[src/rtl/ex_muldiv_unit_if.sv]
// EX-stage multiply/divide request and result bundle.
interface ex_muldiv_unit_if;
    logic        start;
    logic [1:0]  op;
    logic [31:0] inRD1;
    logic [31:0] inRD2;
    logic        busy;
    logic        done;
    logic [31:0] outHi;
    logic [31:0] outLo;
    logic        divByZero;

    modport master (output start, op, inRD1, inRD2,
                    input  busy, done, outHi, outLo, divByZero);
    modport slave  (input  start, op, inRD1, inRD2,
                    output busy, done, outHi, outLo, divByZero);
endinterface

[src/rtl/ex_muldiv_unit.sv]
// Iterative 32-bit MULT/MULTU/DIV/DIVU: one bit per cycle on sign magnitudes,
// sign fix-up on the final cycle, fixed 33-cycle start-to-done latency.
module ex_muldiv_unit (
    input  logic             clk,
    input  logic             rst,
    ex_muldiv_unit_if.slave  bus
);
    typedef enum logic [1:0] {IDLE, CALC, DONE} state_t;

    state_t      state, state_nxt;
    logic [5:0]  cnt;
    logic        is_div, neg_q, neg_r;
    logic [31:0] a_q, a_mag, b_mag, hi, lo;
    logic [31:0] out_hi, out_lo;
    logic        out_dbz;

    // Operand magnitudes at capture; op[0]=0 selects the signed variants.
    logic        sgn;
    logic [31:0] in_a_mag, in_b_mag;
    assign sgn      = ~bus.op[0];
    assign in_a_mag = (sgn && bus.inRD1[31]) ? -bus.inRD1 : bus.inRD1;
    assign in_b_mag = (sgn && bus.inRD2[31]) ? -bus.inRD2 : bus.inRD2;

    always_ff @(posedge clk) begin
        if (rst) state <= IDLE;
        else     state <= state_nxt;
    end

    always_comb begin
        state_nxt = state;
        case (state)
            IDLE:    if (bus.start) state_nxt = CALC;
            CALC:    if (cnt == 6'd32) state_nxt = DONE;
            DONE:    state_nxt = IDLE;
            default: state_nxt = IDLE;
        endcase
    end

    // One iteration: {hi,lo} is the shift-add product register for multiply,
    // or {remainder, dividend/quotient} for restoring division.
    logic [32:0] msum, rsh, rdiff;
    logic        ge;
    logic [31:0] hi_step, lo_step;

    always_comb begin
        msum  = {1'b0, hi} + (lo[0] ? {1'b0, a_mag} : 33'd0);
        rsh   = {hi, lo[31]};
        rdiff = rsh - {1'b0, b_mag};
        ge    = (rsh >= {1'b0, b_mag});
        if (is_div) begin
            hi_step = ge ? rdiff[31:0] : rsh[31:0];
            lo_step = {lo[30:0], ge};
        end else begin
            hi_step = msum[32:1];
            lo_step = {msum[0], lo[31:1]};
        end
    end

    logic [63:0] prod;
    logic [31:0] res_hi, res_lo;
    logic        dbz;

    always_comb begin
        prod = neg_q ? -{hi, lo} : {hi, lo};
        dbz  = is_div && (b_mag == 32'd0);
        if (!is_div) begin
            res_hi = prod[63:32];
            res_lo = prod[31:0];
        end else if (dbz) begin
            res_hi = a_q;
            res_lo = 32'hFFFF_FFFF;
        end else begin
            res_hi = neg_r ? -hi : hi;
            res_lo = neg_q ? -lo : lo;
        end
    end

    always_ff @(posedge clk) begin
        if (rst) begin
            cnt     <= '0;
            is_div  <= 1'b0;
            neg_q   <= 1'b0;
            neg_r   <= 1'b0;
            a_q     <= '0;
            a_mag   <= '0;
            b_mag   <= '0;
            hi      <= '0;
            lo      <= '0;
            out_hi  <= '0;
            out_lo  <= '0;
            out_dbz <= 1'b0;
        end else begin
            case (state)
                IDLE: if (bus.start) begin
                    is_div <= bus.op[1];
                    a_q    <= bus.inRD1;
                    a_mag  <= in_a_mag;
                    b_mag  <= in_b_mag;
                    hi     <= '0;
                    lo     <= bus.op[1] ? in_a_mag : in_b_mag;
                    cnt    <= '0;
                    neg_q  <= sgn & (bus.inRD1[31] ^ bus.inRD2[31]);
                    neg_r  <= sgn & bus.inRD1[31];
                end
                CALC: if (cnt != 6'd32) begin
                    hi  <= hi_step;
                    lo  <= lo_step;
                    cnt <= cnt + 6'd1;
                end else begin
                    out_hi  <= res_hi;
                    out_lo  <= res_lo;
                    out_dbz <= dbz;
                end
                default: ;
            endcase
        end
    end

    assign bus.busy      = (state != IDLE);
    assign bus.done      = (state == DONE);
    assign bus.outHi     = out_hi;
    assign bus.outLo     = out_lo;
    assign bus.divByZero = out_dbz;
endmodule

[src/flat_wrapper.sv]
// flat-port wrapper written by rule: the top's interface ports become plain ports
module ex_muldiv_unit_flat 
  (clk, rst, bus_start, bus_op, bus_inRD1, bus_inRD2, bus_busy, bus_done, bus_outHi, bus_outLo, bus_divByZero);
  ex_muldiv_unit_if bus_i ();
  input  logic clk;
  input  logic rst;
  input wire logic [$bits(bus_i.start)-1:0] bus_start;
  input wire logic [$bits(bus_i.op)-1:0] bus_op;
  input wire logic [$bits(bus_i.inRD1)-1:0] bus_inRD1;
  input wire logic [$bits(bus_i.inRD2)-1:0] bus_inRD2;
  output wire logic [$bits(bus_i.busy)-1:0] bus_busy;
  output wire logic [$bits(bus_i.done)-1:0] bus_done;
  output wire logic [$bits(bus_i.outHi)-1:0] bus_outHi;
  output wire logic [$bits(bus_i.outLo)-1:0] bus_outLo;
  output wire logic [$bits(bus_i.divByZero)-1:0] bus_divByZero;
  assign bus_i.start = bus_start;
  assign bus_i.op = bus_op;
  assign bus_i.inRD1 = bus_inRD1;
  assign bus_i.inRD2 = bus_inRD2;
  assign bus_busy = bus_i.busy;
  assign bus_done = bus_i.done;
  assign bus_outHi = bus_i.outHi;
  assign bus_outLo = bus_i.outLo;
  assign bus_divByZero = bus_i.divByZero;
  ex_muldiv_unit u_core (.clk(clk), .rst(rst), .bus(bus_i));
endmodule
[config.mk]
export PLATFORM = sky130hd
export DESIGN_NAME = ex_muldiv_unit_flat
export DESIGN_NICKNAME = d
export VERILOG_FILES = /design/src/rtl/ex_muldiv_unit_if.sv /design/src/rtl/ex_muldiv_unit.sv /design/src/flat_wrapper.sv
export SDC_FILE = /design/constraint.sdc
export NUM_CORES = 1
export LEC_CHECK = 0
export CAP_MARGIN = 25
export CORE_MARGIN = 10
export CORE_UTILIZATION = 51
export DETAILED_ROUTE_END_ITERATION = 7
export PLACE_DENSITY = 0.74
export SYNTH_ARGS = -nofsm -noshare
export SYNTH_HDL_FRONTEND = slang
export SYNTH_SLANG_ARGS = --single-unit
[constraint.sdc]
create_clock -name clk -period 3.57 [get_ports clk]
set_clock_uncertainty 0.2 [all_clocks]
set_input_delay 0.5355 -clock clk [delete_from_list [all_inputs] [get_ports clk]]
set_output_delay 0.5355 -clock clk [all_outputs]
set_load 0.03 [all_outputs]
==> key figures <==
Outcome
  – Outcome: complete, no violations

Synth
  – Synth top area cells: dfxtp_1 (27%), nand2_1 (6.5%), xnor2_1 (5.8%)
  – Synth top area share: roughly 27%
  – Synth Warn #: 0
  – Cell count after synthesis: about 2,300
  – Share of synthesized registers carrying an async set or reset: 0%
  – Syn nets: about 2,500
  – Seq/Total Area, Yosys: a little over a quarter
  – Most common cell in the netlist: nand2_1
  – Synth top cells by count: nand2_1 (297), nor2_1 (240), dfxtp_1 (235)
  – Post-synth EDFFs: 0
  – Synthesized area: about 17,000 um^2
  – Cell variety after synth: 74
  – Syn_area_per_cell: roughly 7.4 um^2
  – #FFs+latches synth: roughly 240
  – Synth area leader: dfxtp_1
  – Main synth FF type: dfxtp_1

STA
  – Fmax: between 0.2 and 0.3 GHz
  – Final Slew Violations: 0
  – Fin crit share: between 90% and 100%
  – Tightest Pin Transition: roughly 0.9 ns
  – Relative slew slack: between 40% and 50%
  – Min Clock Period, post-route: between 3 and 4 ns
  – Hold Vio Cnt, Final: 0
  – Final Worst Setup Slack: between 0.008 and 0.009 ns
  – RSZ-0062 raised after global routing: true
  – Final setup TNS: 0 ns
  – Final setup viols: 0

Drt
  – Starting DRT DRC Count: about 1,800
  – Vias: around 19,000
  – Drt total wl: 67.12 mm
  – Router iterations before antenna repair: 7
  – DR DRC count: 0
  – Antenna viol nets, final: 0
  – Avg Vias per Cell: 6.065
  – WL/cell: between 20 and 25 um

Die
  – Die Y: between 200 and 250 um
  – Initial Utilization: between 50% and 60%
  – Die area: ~41,000 um^2
  – Boundary Pins: 136
  – FP Rows: 67
  – Die Width: between 200 and 250 um
  – CORE AREA: approximately 33,000 um^2

Cells and area
  – Final #Nets: roughly 2,700
  – Area growth from synthesis to layout: 26.40%
  – Share of layout cells above drive strength 1: ~15%
  – Fin area: ~22,000 um^2

Worst setup path
  – Crit end category: flop
  – WP data required: about 3.8 ns
  – Critical path depth in cells: 12
  – Crit path max-delay cell type: dfxtp_1
  – CP top delay family: compound AO/OA/AOI/OAI gates
  – CP max stage delay: 0.45 ns
  – Worst path cell trace: inv_1 -> ha_2 -> nand4_1 -> or3_1 -> o41ai_2 -> o21ai_0 -> nand3_2 -> buf_12 -> buf_12 -> mux2i_1 -> o21a_1 -> a211oi_1
  – Reg2Reg Depth: 12
  – WP buf/inv: 3
  – CP Launch Type: flop
  – Most numerous cell on the critical path: buf_12
  – Setup Crit Path Kind: reg2reg
  – Largest fanout on the critical path: 19
  – Worst Path Arrival: between 3 and 4 ns

Global route
  – Initial antenna violation count: 2
  – Number of global-route vias before repair: about 18,000
  – Gr ovfl total: 0
  – Largest net degree at the start of global routing: 80
  – Tot GR Track Use: between 30% and 40%
  – First-pass GRT wire length: about 100 mm

Placed design
  – Hpwl dp: 52.31 mm
  – Post-place setup slack: -0.1128 ns
  – Routability cong.: about 1.0
  – I/O Buffers: about 140
  – Post-place instance area: roughly 21,000 um^2

Clock network
  – Clock Latency Late Sink: around 0.57 ns
  – CTS tree: done
  – Clock tree buffer depth: 3
  – Htree depth: 1
  – Hold-fix buffers, CTS: 0
  – CTS buffer count: 28
  – Reg clk slew, reported paths: around 0.07 ns
  – Clk sinks: ~240
  – Root buf cell: clkbuf_16

Hold path
  – Hold path depth: 2
  – Hold Path Class: in2reg

Power and ir drop
  – Leakage: ~8.8 nW
  – Pwr/cell area: around 390 nW/um^2
  – VDD IR max: a little under 0.4 mV
  – Tot Pwr: about 8.4 mW

Job
  – Max-Cap Viols: 0
==> routing by layer <==
layer	vias to the layer above	track usage (%)	part of all wire, %
met5	-	0	0
met4	0	12.23	4.3
met3	147	5.013	8.2
met2	852	51.66	47
met1	8778	39.40	41
li1	8819	-	-
==> path summary, 6_finish.rpt <==
kind                     from             end  slack, ns
max          u_core.b_mag[30]    u_core.lo[0]      0.009
max reg2reg  u_core.b_mag[30]    u_core.lo[0]      0.009
min reg2reg    u_core.a_q[12]  u_core.a_q[12]       0.25
min                       rst    u_core.lo[8]       0.12
==> per-stage QoR <==
step	utilization (%)	hold slack, ns	instances
after global routing	64.93	0.1523	3065
after detailed placement	61.63	0.2451	3010
after global placement	61.63	0.2382	3010
final	64.93	0.1190	3066
after CTS	64.45	0.1041	3062
after floorplan	-	0.2312	2322
==> placed cells by master (no fill, tap or decap), types with 35 or more instances in the layout <==
cell and n:
xnor2_1 114, xor2_1 86, o211ai_1 44, inv_1 77
and2_1 35, a21o_1 36, buf_4 277, mux2i_1 65
o21ai_0 157, clkdlybuf4s50_1 133, a21oi_1 186, nand2_1 296
ha_1 69, nor2_1 239, dfxtp_1 232, nor3_1 38
nand3_1 35, a211oi_1 90
==> layout make-up <==
type                            count  area, um^2
Timing Repair Buffer              417        3527
Clock inverter                     13       127.6
Fill cell                        3029       11700
Multi-Input combinational cell   1834       11630
Inverter                           79       296.5
Clock buffer                       39       813.3
Tap cell                          448       560.5
Antenna cell                        1       2.502
Sequential cell                   235        4711
==> state kept, by name, indices dropped and copies added, names as in the netlist <==
signal and flops:
u_core.bus.divByZero 1, u_core.neg_q 1, u_core.lo 32, u_core.bus.outLo 32, u_core.a_mag 31, u_core.b_mag 32, u_core.a_q 32, u_core.state 2
u_core.hi 32, u_core.is_div 1, u_core.bus.outHi 32, u_core.neg_r 1, u_core.cnt 6
==> worst register-to-register path, stage by stage, from the launching register on <==
cell,delay (ns)
dfxtp_1,0.45
inv_1,0.14
ha_2,0.42
nand4_1,0.18
or3_1,0.39
o41ai_2,0.40
o21ai_0,0.17
nand3_2,0.13
buf_12,0.20
buf_12,0.15
mux2i_1,0.06
o21a_1,0.19
a211oi_1,0.35
==> power by group <==
group	switching, mW	leakage (nW)	internal, mW	total (mW)
clock network	1.22	0.463	1.73	2.95
logic	1.46	6.44	1.04	2.50
registers	0.135	1.92	2.77	2.90
total	2.82	8.83	5.54	8.36
==> kinds of logic (layout without fill, tap and decap cells) <==
| family | count (synthesis) | after routing | share of synthesized area (%) |
|---|---|---|---|
| AND/OR/NAND/NOR | 791 | 791 | 21.15 |
| AO/OA/AOI/OAI | 698 | 698 | 25.89 |
| buffers and inverters | 253 | 548 | 5.621 |
| flip-flops | 235 | 235 | 27.45 |
| XOR/XNOR | 200 | 200 | 10.22 |
| multiplexers | 73 | 73 | 4.321 |
| adder cells (fa/ha/maj) | 72 | 72 | 5.343 |
| other | 0 | 1 | 0 |
==> timing repair <==
item                                    CTS  global route
endpoints found under the setup margin    2            33
setup buffers                             0             3
cloned                                    0             0
pin swaps                                 0             6
resized for setup                         1            27
(Power assumes the default switching activity.)
